===== src/rtl/mem_router_if.sv =====
// Bus bundle between the CPU load/store port, the mem_router and its two targets.
// master = CPU plus target models; slave = the router itself.
interface mem_router_if #(
    parameter int ADDR_W  = 32,
    parameter int DATA_W  = 32,
    parameter int RAM_AW  = 16,
    parameter int PERI_AW = 14
) ();
    // CPU side: the CPU holds address/data/re/we steady while mem_busy is 1.
    // mem_busy falls for exactly the one DONE cycle that carries read_data and bus_err.
    // Target side: a strobe (re/we) stays high until the target returns ready=1.
    // rdata is sampled on the same edge as ready.
    logic [ADDR_W-1:0]  address;
    logic [DATA_W-1:0]  write_data;
    logic               we;
    logic               re;
    logic [DATA_W-1:0]  read_data;
    logic               mem_busy;
    logic               bus_err;

    logic               ram_re;
    logic               ram_we;
    logic [RAM_AW-1:0]  ram_addr;
    logic [DATA_W-1:0]  ram_wdata;
    logic [DATA_W-1:0]  ram_rdata;
    logic               ram_ready;

    logic               peri_re;
    logic               peri_we;
    logic [PERI_AW-1:0] peri_addr;
    logic [DATA_W-1:0]  peri_wdata;
    logic [DATA_W-1:0]  peri_rdata;
    logic               peri_ready;

    modport master (
        output address, write_data, we, re,
        input  read_data, mem_busy, bus_err,
        input  ram_re, ram_we, ram_addr, ram_wdata,
        output ram_rdata, ram_ready,
        input  peri_re, peri_we, peri_addr, peri_wdata,
        output peri_rdata, peri_ready
    );

    modport slave (
        input  address, write_data, we, re,
        output read_data, mem_busy, bus_err,
        output ram_re, ram_we, ram_addr, ram_wdata,
        input  ram_rdata, ram_ready,
        output peri_re, peri_we, peri_addr, peri_wdata,
        input  peri_rdata, peri_ready
    );
endinterface


===== src/rtl/mem_router.sv =====
// Routes one CPU load/store at a time to the RAM controller or the peripheral bus.
// Unmapped accesses and target timeouts complete with bus_err.
module mem_router #(
    parameter int                ADDR_W   = 32,
    parameter int                DATA_W   = 32,
    parameter logic [ADDR_W-1:0] RAM_BASE = 'h0000_4000,
    parameter int                RAM_AW   = 16,
    parameter int                PERI_AW  = 14,
    parameter int                TO_W     = 8,
    parameter int                TIMEOUT  = 255,
    parameter logic [DATA_W-1:0] ERR_DATA = 'hDEAD_BEEF
) (
    input  logic        clk,
    input  logic        rst,
    mem_router_if.slave bus,
    output logic [1:0]  dbg_state_o
);

    typedef enum logic [1:0] {
        IDLE     = 2'd0,
        RAM_ACC  = 2'd1,
        PERI_ACC = 2'd2,
        DONE     = 2'd3
    } state_e;

    // Window limits are one bit wider than the address so that the RAM end never wraps.
    localparam logic [ADDR_W:0] RAM_LO    = {1'b0, RAM_BASE};
    localparam logic [ADDR_W:0] RAM_HI    = RAM_LO + ((ADDR_W+1)'(1) << RAM_AW);
    localparam logic [ADDR_W:0] PERI_SPAN = (ADDR_W+1)'(1) << PERI_AW;
    localparam logic [ADDR_W:0] PERI_HI   = (PERI_SPAN < RAM_LO) ? PERI_SPAN : RAM_LO;
    localparam logic [TO_W-1:0] TO_LAST   = TO_W'(TIMEOUT - 1);

    state_e              state_q, state_d;
    logic [TO_W-1:0]     cnt_q, cnt_d;
    logic [RAM_AW-1:0]   ram_addr_q, ram_addr_d;
    logic [PERI_AW-1:0]  peri_addr_q, peri_addr_d;
    logic [DATA_W-1:0]   wdata_q, wdata_d;
    logic                wr_q, wr_d;
    logic [DATA_W-1:0]   rdata_q, rdata_d;
    logic                err_q, err_d;

    logic [ADDR_W:0]     addr_ext;
    logic                hit_peri;
    logic                hit_ram;
    logic                req;
    logic                tgt_ready;
    logic [DATA_W-1:0]   tgt_rdata;

    assign addr_ext = {1'b0, bus.address};
    assign hit_peri = (addr_ext < PERI_HI);
    assign hit_ram  = (addr_ext >= RAM_LO) && (addr_ext < RAM_HI);
    assign req      = bus.re | bus.we;

    assign tgt_ready = (state_q == RAM_ACC) ? bus.ram_ready : bus.peri_ready;
    assign tgt_rdata = (state_q == RAM_ACC) ? bus.ram_rdata : bus.peri_rdata;

    always_ff @(posedge clk or posedge rst) begin
        if (rst) begin
            state_q     <= IDLE;
            cnt_q       <= '0;
            ram_addr_q  <= '0;
            peri_addr_q <= '0;
            wdata_q     <= '0;
            wr_q        <= 1'b0;
            rdata_q     <= '0;
            err_q       <= 1'b0;
        end else begin
            state_q     <= state_d;
            cnt_q       <= cnt_d;
            ram_addr_q  <= ram_addr_d;
            peri_addr_q <= peri_addr_d;
            wdata_q     <= wdata_d;
            wr_q        <= wr_d;
            rdata_q     <= rdata_d;
            err_q       <= err_d;
        end
    end

    always_comb begin
        state_d     = state_q;
        cnt_d       = cnt_q;
        ram_addr_d  = ram_addr_q;
        peri_addr_d = peri_addr_q;
        wdata_d     = wdata_q;
        wr_d        = wr_q;
        rdata_d     = rdata_q;
        err_d       = err_q;

        case (state_q)
            IDLE: begin
                if (req) begin
                    wr_d        = bus.we;
                    wdata_d     = bus.write_data;
                    ram_addr_d  = RAM_AW'(bus.address - RAM_BASE);
                    peri_addr_d = PERI_AW'(bus.address);
                    cnt_d       = '0;
                    err_d       = 1'b0;
                    if (hit_peri) begin
                        state_d = PERI_ACC;
                    end else if (hit_ram) begin
                        state_d = RAM_ACC;
                    end else begin
                        // Unmapped: finish straight away without touching either target.
                        state_d = DONE;
                        err_d   = 1'b1;
                        rdata_d = ERR_DATA;
                    end
                end
            end
            RAM_ACC, PERI_ACC: begin
                cnt_d = cnt_q + 1'b1;
                if (tgt_ready) begin
                    if (!wr_q) rdata_d = tgt_rdata;
                    err_d   = 1'b0;
                    state_d = DONE;
                end else if (cnt_q == TO_LAST) begin
                    if (!wr_q) rdata_d = ERR_DATA;
                    err_d   = 1'b1;
                    state_d = DONE;
                end
            end
            DONE: begin
                err_d   = 1'b0;
                state_d = IDLE;
            end
            default: begin
                state_d = IDLE;
            end
        endcase
    end

    // Strobes decode only registered state, so they ignore the live CPU inputs.
    assign bus.ram_re     = (state_q == RAM_ACC)  && !wr_q;
    assign bus.ram_we     = (state_q == RAM_ACC)  &&  wr_q;
    assign bus.peri_re    = (state_q == PERI_ACC) && !wr_q;
    assign bus.peri_we    = (state_q == PERI_ACC) &&  wr_q;
    assign bus.ram_addr   = ram_addr_q;
    assign bus.peri_addr  = peri_addr_q;
    assign bus.ram_wdata  = wdata_q;
    assign bus.peri_wdata = wdata_q;

    assign bus.read_data = rdata_q;
    assign bus.bus_err   = err_q;
    assign bus.mem_busy  = (state_q == RAM_ACC) || (state_q == PERI_ACC) ||
                           ((state_q == IDLE) && req);

    assign dbg_state_o = state_q;

endmodule


===== src/flat_wrapper.sv =====
// flat-port wrapper written by rule: the top's interface ports become plain ports
module mem_router_flat 
#(
    parameter int                ADDR_W   = 32,
    parameter int                DATA_W   = 32,
    parameter logic [ADDR_W-1:0] RAM_BASE = 'h0000_4000,
    parameter int                RAM_AW   = 16,
    parameter int                PERI_AW  = 14,
    parameter int                TO_W     = 8,
    parameter int                TIMEOUT  = 255,
    parameter logic [DATA_W-1:0] ERR_DATA = 'hDEAD_BEEF
)
  (clk, rst, dbg_state_o, bus_address, bus_write_data, bus_we, bus_re, bus_read_data, bus_mem_busy, bus_bus_err, bus_ram_re, bus_ram_we, bus_ram_addr, bus_ram_wdata, bus_ram_rdata, bus_ram_ready, bus_peri_re, bus_peri_we, bus_peri_addr, bus_peri_wdata, bus_peri_rdata, bus_peri_ready);
  mem_router_if #(.ADDR_W(ADDR_W), .DATA_W(DATA_W), .RAM_AW(RAM_AW), .PERI_AW(PERI_AW)) bus_i ();
  input  logic clk;
  input  logic rst;
  output logic [1:0] dbg_state_o;
  input wire logic [$bits(bus_i.address)-1:0] bus_address;
  input wire logic [$bits(bus_i.write_data)-1:0] bus_write_data;
  input wire logic [$bits(bus_i.we)-1:0] bus_we;
  input wire logic [$bits(bus_i.re)-1:0] bus_re;
  output wire logic [$bits(bus_i.read_data)-1:0] bus_read_data;
  output wire logic [$bits(bus_i.mem_busy)-1:0] bus_mem_busy;
  output wire logic [$bits(bus_i.bus_err)-1:0] bus_bus_err;
  output wire logic [$bits(bus_i.ram_re)-1:0] bus_ram_re;
  output wire logic [$bits(bus_i.ram_we)-1:0] bus_ram_we;
  output wire logic [$bits(bus_i.ram_addr)-1:0] bus_ram_addr;
  output wire logic [$bits(bus_i.ram_wdata)-1:0] bus_ram_wdata;
  input wire logic [$bits(bus_i.ram_rdata)-1:0] bus_ram_rdata;
  input wire logic [$bits(bus_i.ram_ready)-1:0] bus_ram_ready;
  output wire logic [$bits(bus_i.peri_re)-1:0] bus_peri_re;
  output wire logic [$bits(bus_i.peri_we)-1:0] bus_peri_we;
  output wire logic [$bits(bus_i.peri_addr)-1:0] bus_peri_addr;
  output wire logic [$bits(bus_i.peri_wdata)-1:0] bus_peri_wdata;
  input wire logic [$bits(bus_i.peri_rdata)-1:0] bus_peri_rdata;
  input wire logic [$bits(bus_i.peri_ready)-1:0] bus_peri_ready;
  assign bus_i.address = bus_address;
  assign bus_i.write_data = bus_write_data;
  assign bus_i.we = bus_we;
  assign bus_i.re = bus_re;
  assign bus_read_data = bus_i.read_data;
  assign bus_mem_busy = bus_i.mem_busy;
  assign bus_bus_err = bus_i.bus_err;
  assign bus_ram_re = bus_i.ram_re;
  assign bus_ram_we = bus_i.ram_we;
  assign bus_ram_addr = bus_i.ram_addr;
  assign bus_ram_wdata = bus_i.ram_wdata;
  assign bus_i.ram_rdata = bus_ram_rdata;
  assign bus_i.ram_ready = bus_ram_ready;
  assign bus_peri_re = bus_i.peri_re;
  assign bus_peri_we = bus_i.peri_we;
  assign bus_peri_addr = bus_i.peri_addr;
  assign bus_peri_wdata = bus_i.peri_wdata;
  assign bus_i.peri_rdata = bus_peri_rdata;
  assign bus_i.peri_ready = bus_peri_ready;
  mem_router #(.ADDR_W(ADDR_W), .DATA_W(DATA_W), .RAM_BASE(RAM_BASE), .RAM_AW(RAM_AW), .PERI_AW(PERI_AW), .TO_W(TO_W), .TIMEOUT(TIMEOUT), .ERR_DATA(ERR_DATA)) u_core (.clk(clk), .rst(rst), .bus(bus_i), .dbg_state_o(dbg_state_o));
endmodule

===== config.mk =====
export PLATFORM = sky130hd
export DESIGN_NAME = mem_router_flat
export DESIGN_NICKNAME = d
export VERILOG_FILES = /design/src/rtl/mem_router_if.sv /design/src/rtl/mem_router.sv /design/src/flat_wrapper.sv
export SDC_FILE = /design/constraint.sdc
export NUM_CORES = 1
export LEC_CHECK = 0
export ABC_AREA = 1
export ABC_CLOCK_PERIOD_IN_PS = 8180
export CAP_MARGIN = 5
export CORE_MARGIN = 1.5
export CORE_UTILIZATION = 30
export CTS_CLUSTER_SIZE = 24
export DETAILED_ROUTE_END_ITERATION = 10
export GPL_ROUTABILITY_DRIVEN = 0
export GPL_TIMING_DRIVEN = 0
export PLACE_DENSITY_LB_ADDON = 0.3
export SYNTH_ARGS = -nofsm -noshare
export SYNTH_HDL_FRONTEND = slang
export SYNTH_SLANG_ARGS = --single-unit
export TNS_END_PERCENT = 10

===== constraint.sdc =====
create_clock -name clk -period 8.18 [get_ports clk]
set_input_delay 1.636 -clock clk [delete_from_list [all_inputs] [get_ports clk]]
set_output_delay 1.636 -clock clk [all_outputs]
set_load 0.01 [all_outputs]

Word-level counts from Yosys, hierarchy flattened
Index checks and enable logic that the tools add are counted.
- add/subtract/negate cells: 2
- magnitude comparators: 3
- eq/ne operators: 9
- mux-type cells: 24
- bitwise operators: 1
- reduce and logical (&&, ||, !) cells: 16
- operator list (operator ; count):
    $mux W32 ; 8
    $pmux W32 S2 ; 1
    $ge A32 B15 Y1 const B ; 1
    $lt A32 B15 Y1 const B ; 1
    $lt A32 B17 Y1 const B ; 1
    $pmux W8 S2 ; 1
    $sub A16 B15 Y16 const B ; 1
    $mux W2 ; 5
    $add A8 B1 Y8 const B ; 1
    $eq A8 B8 Y1 const B ; 1
    $mux W8 ; 1
    $logic_and A1 B1 Y1 ; 6
    $mux W1 ; 6
    $ne A2 B2 Y1 const B ; 3
    $pmux W2 S3 ; 1
    $reduce_and A2 Y1 ; 3
    $reduce_and A6 Y1 ; 1
    $eq A2 B2 Y1 const B ; 2
    $ne A3 B1 Y1 const B ; 1
    $pmux W1 S3 ; 1
    $eq A2 B1 Y1 const B ; 1
    $logic_not A2 Y1 ; 1
    $logic_or A1 B1 Y1 ; 2
    $ne A2 B1 Y1 const B ; 1
    other kinds (4) ; 4
- register bits: 106
- input port bits: 134
- output and inout bits: 134
- logic and storage cells: 63

Logic depth before layout (Yosys ltp)
- word-level depth: 6
- gate-level depth with buffers: 12

Least setup slack after synthesis
OpenSTA, ideal clock, no wires.
- kind: input port to output port
- from: in bus_we
- to: out bus_mem_busy
- arrival time: 2.309 ns
- path slack: 4.235 ns
- stages: 3
- path buffers: 1
- cell sequence: o21ai_2 > clkbuf_1 > nand2_1
- cells in the longest elaborated chain, start to end: 3
- RTL lines (element ; RTL line ; source):
    from (decl) ; flat_wrapper.sv:20 ; input wire logic [$bits(bus_i.we)-1:0] bus_we;
    $or A1 B1 Y1 ; mem_router.sv:52 ; assign req = bus.re | bus.we;
    $logic_and A1 B1 Y1 ; mem_router.sv:145 ; ((state_q == IDLE) && req);
    $logic_or A1 B1 Y1 ; mem_router.sv:144 ; assign bus.mem_busy = (state_q == RAM_ACC) || (state_q == PERI_ACC) ||
    to (decl) ; flat_wrapper.sv:23 ; output wire logic [$bits(bus_i.mem_busy)-1:0] bus_mem_busy;
Every way passes these cells.

Worst setup path after layout
Same ends and word-level chain as after synthesis.

==> run summary <==
Worst R2R Setup Slack = 6.08 ns
Largest net degree at the start of global routing = 49
Post-CTS Setup Bufs = 0
Startpoint types = primary input
HP Class = reg2reg
Syn Area/Cell = 7.694 µm²
Vias/cell = 4.481
Clock buffer count from CTS = 9
Root Buffer Master = clkbuf_16
Drt total wl = 15.77 mm
Total GRT Usage = 0.1831
CP Class = in2out
Critical path launch point = bus_we
Post-Syn Area = 4847 µm²
CTS sink cnt = 92
Final nets = 1,049
Fraction of the yosys area taken by sequential cells = 0.4750
Critical Path End = bus_mem_busy
Antenna violations before repair = 0
1st-iter DRT viols = 216
Cell mode on critical path = clkdlybuf4s50_1
Final hold slack = 0.4712 ns
Maximum VDD drop = 0.1543 mV
Layout overhead on the synthesized area = 68.20%
Reg clk slew, reported paths = 0.06 ns
CP cell instances = clkdlybuf4s50_1, o21ai_2, clkbuf_1, nand2_1, clkdlybuf4s50_1
Setup TNS = 0 ns
M1 wire length = 6.596 mm
Commonest non-fill, non-tap cell in the layout = nand2_1
Power Dens Cells = 417.0 nW/µm²
F_max = 190.1 MHz
Later-pin clock latency in the skew report = 0.34 ns
Overall die area = 16,930 µm²
Max-Cap Viols = 0
Yosys reg bits = 92
I/O pin cnt = 268
Status = finished, final reports clean
CP Capture Type = primary output
Max clock buf depth = 2
Detailed Place HPWL = 12.39 mm
Routed vias = 5,064
Wire per inst = 13.96 µm
First-pass GRT wire length = 23.87 mm
Cell area after placement = 7820 µm²
Final hold viol count = 0
Final Max Tran Viols = 0
Core box area = 15,830 µm²
Cell variety after synth = 28
Detailed Routing Iterations Pass 1 = 4
Layout cells sized above 1 = 0.09409
Final Cycle Share = 0.6430
Total power = 3.400 mW
Reg2Reg Capture Point = u_core.bus.read_data[10]$_DFFE_PP0P_
Leakage = 3.804 nW
WL met2 = 7.438 mm
Final core occ = 0.5151
Reg-to-reg startpoint = u_core.dbg_state_o[1]$_DFFE_PP0P_
Initial Utilization = 0.3062
CTS Hold Bufs = 0
Period minus WS final = 5.260 ns
Crit-path max cell delay = 0.52 ns
Skew final = 0.005530 ns
Num rows = 46
Hold Crit Depth = 2
Uppermost layer routed = met4
Syn nets = 770
Synth Instances = 630
RSZ-0062 raised after global routing = no
CTS tree = done
Met3 wire length = 1.452 mm
Vias in the first global route = 4,710
Antenna Nets Post-Route = 0
CP required = 6.54 ns
CP arrival = 3.62 ns
Global route overflow = 0
Die height = 130.1 µm
DRC = 0
Cts repair resizes = 0
Commonest non-fill, non-tap cells in the layout = 302 x nand2_1, 267 x clkdlybuf4s50_1, 92 x dfrtp_1
N_diodes = 0
Measured slew at the worst slew-check pin = 0.6074 ns
Slowest-stage cell, CP = o21ai_2
Final setup vio count = 0
I/O Buffers = 267
Largest fanout on the critical path = 10
Max-slew headroom = 0.5951
Worst Reg-to-Reg Cells = 10
Die width = 130.1 µm
Synth Warn # = 0
Design area = 8153 µm²
H-Tree Depth = 3
sequential cells by signal, indices dropped and copies added (netlist names):
| register | cells |
|---|---|
| u_core.wr_q | 1 |
| u_core.cnt_q | 8 |
| u_core.bus.peri_wdata | 32 |
| u_core.dbg_state_o | 2 |
| u_core.bus.ram_addr | 16 |
| u_core.bus.read_data | 32 |
| u_core.bus.bus_err | 1 |
worst max-delay path: cells and delay by family:
kind            cells  cell delay [ns]
buf+inv             3             1.39
compound gates      1             0.52
simple gates        1             0.09
power by group:
group / switching, mW / internal, mW / total, mW
logic: 1.04 / 1.04 / 2.09
registers: 0.165 / 0.676 / 0.841
clock network: 0.174 / 0.298 / 0.472
layout make-up:
type,instances,area (µm²)
Sequential cell,92,2302
Inverter,19,75.07
Tap cell,216,270.3
Clock buffer,11,232.7
Clock inverter,5,100.1
Timing Repair Buffer,268,2700
Fill cell,1509,7675
Buffer,83,531.8
Multi-Input combinational cell,436,1941
metal layers:
layer	GRT usage	vias to the layer above
li1	-	2532
met4	0.06863	0
met3	0.05412	17
met1	0.2185	2280
met2	0.3118	235
met5	0	-
cells by family after synthesis:
| group | Yosys count | share of synthesized area |
|---|---|---|
| AND/OR/NAND/NOR | 403 | 0.3534 |
| buffers and inverters | 102 | 0.1247 |
| flip-flops | 92 | 0.4750 |
| AO/OA/AOI/OAI | 27 | 0.03149 |
| adder cells (fa/ha/maj) | 6 | 0.01549 |
synthesized netlist by cell type:
library cell,number,share of area
nand2_2,1,0.0013
buf_6,3,0.0070
nor3_1,2,0.0021
and3_1,1,0.0013
buf_2,8,0.0083
nand2b_1,1,0.0013
buf_1,1,0.00077
clkbuf_1,21,0.016
clkinv_2,1,0.0010
o21ai_0,8,0.0083
inv_1,16,0.012
o21ai_1,1,0.0010
o31ai_1,1,0.0015
dfrtp_1,92,0.47
nand3_1,8,0.0083
nor2_1,23,0.018
inv_2,2,0.0015
nor2_2,1,0.0013
nand4_1,61,0.079
o21ai_2,1,0.0018
nor3b_1,1,0.0015
buf_4,50,0.077
nand2_1,302,0.23
a21oi_4,1,0.0034
nand3_4,1,0.0036
nand2_4,1,0.0023
ha_1,6,0.015
a21oi_1,15,0.015
worst min path at each step:
stage | startpoint | end | slack (ns)
6_report | u_core.bus.read_data[11]$_DFFE_PP0P_ | u_core.bus.read_data[11]$_DFFE_PP0P_ | 0.47
5_1_grt | u_core.bus.read_data[0]$_DFFE_PP0P_ | u_core.bus.read_data[0]$_DFFE_PP0P_ | 0.49
4_1_cts | u_core.bus.read_data[11]$_DFFE_PP0P_ | u_core.bus.read_data[11]$_DFFE_PP0P_ | 0.47
3_5_place_dp | u_core.bus.read_data[11]$_DFFE_PP0P_ | u_core.bus.read_data[11]$_DFFE_PP0P_ | 0.46
3_3_place_gp | u_core.bus.read_data[0]$_DFFE_PP0P_ | u_core.bus.read_data[0]$_DFFE_PP0P_ | 0.45
2_1_floorplan | u_core.cnt_q[1]$_DFFE_PP0P_ | u_core.cnt_q[1]$_DFFE_PP0P_ | 0.50
per-stage QoR:
stage / setup slack [ns] / instances
finish: 2.920 / 1130
floorplan: 4.152 / 630
detailed placement: 2.846 / 1114
global placement: 2.590 / 1113
global route: 2.752 / 1130
CTS: 2.837 / 1130
Note: power is estimated with default switching activity, not from simulation.
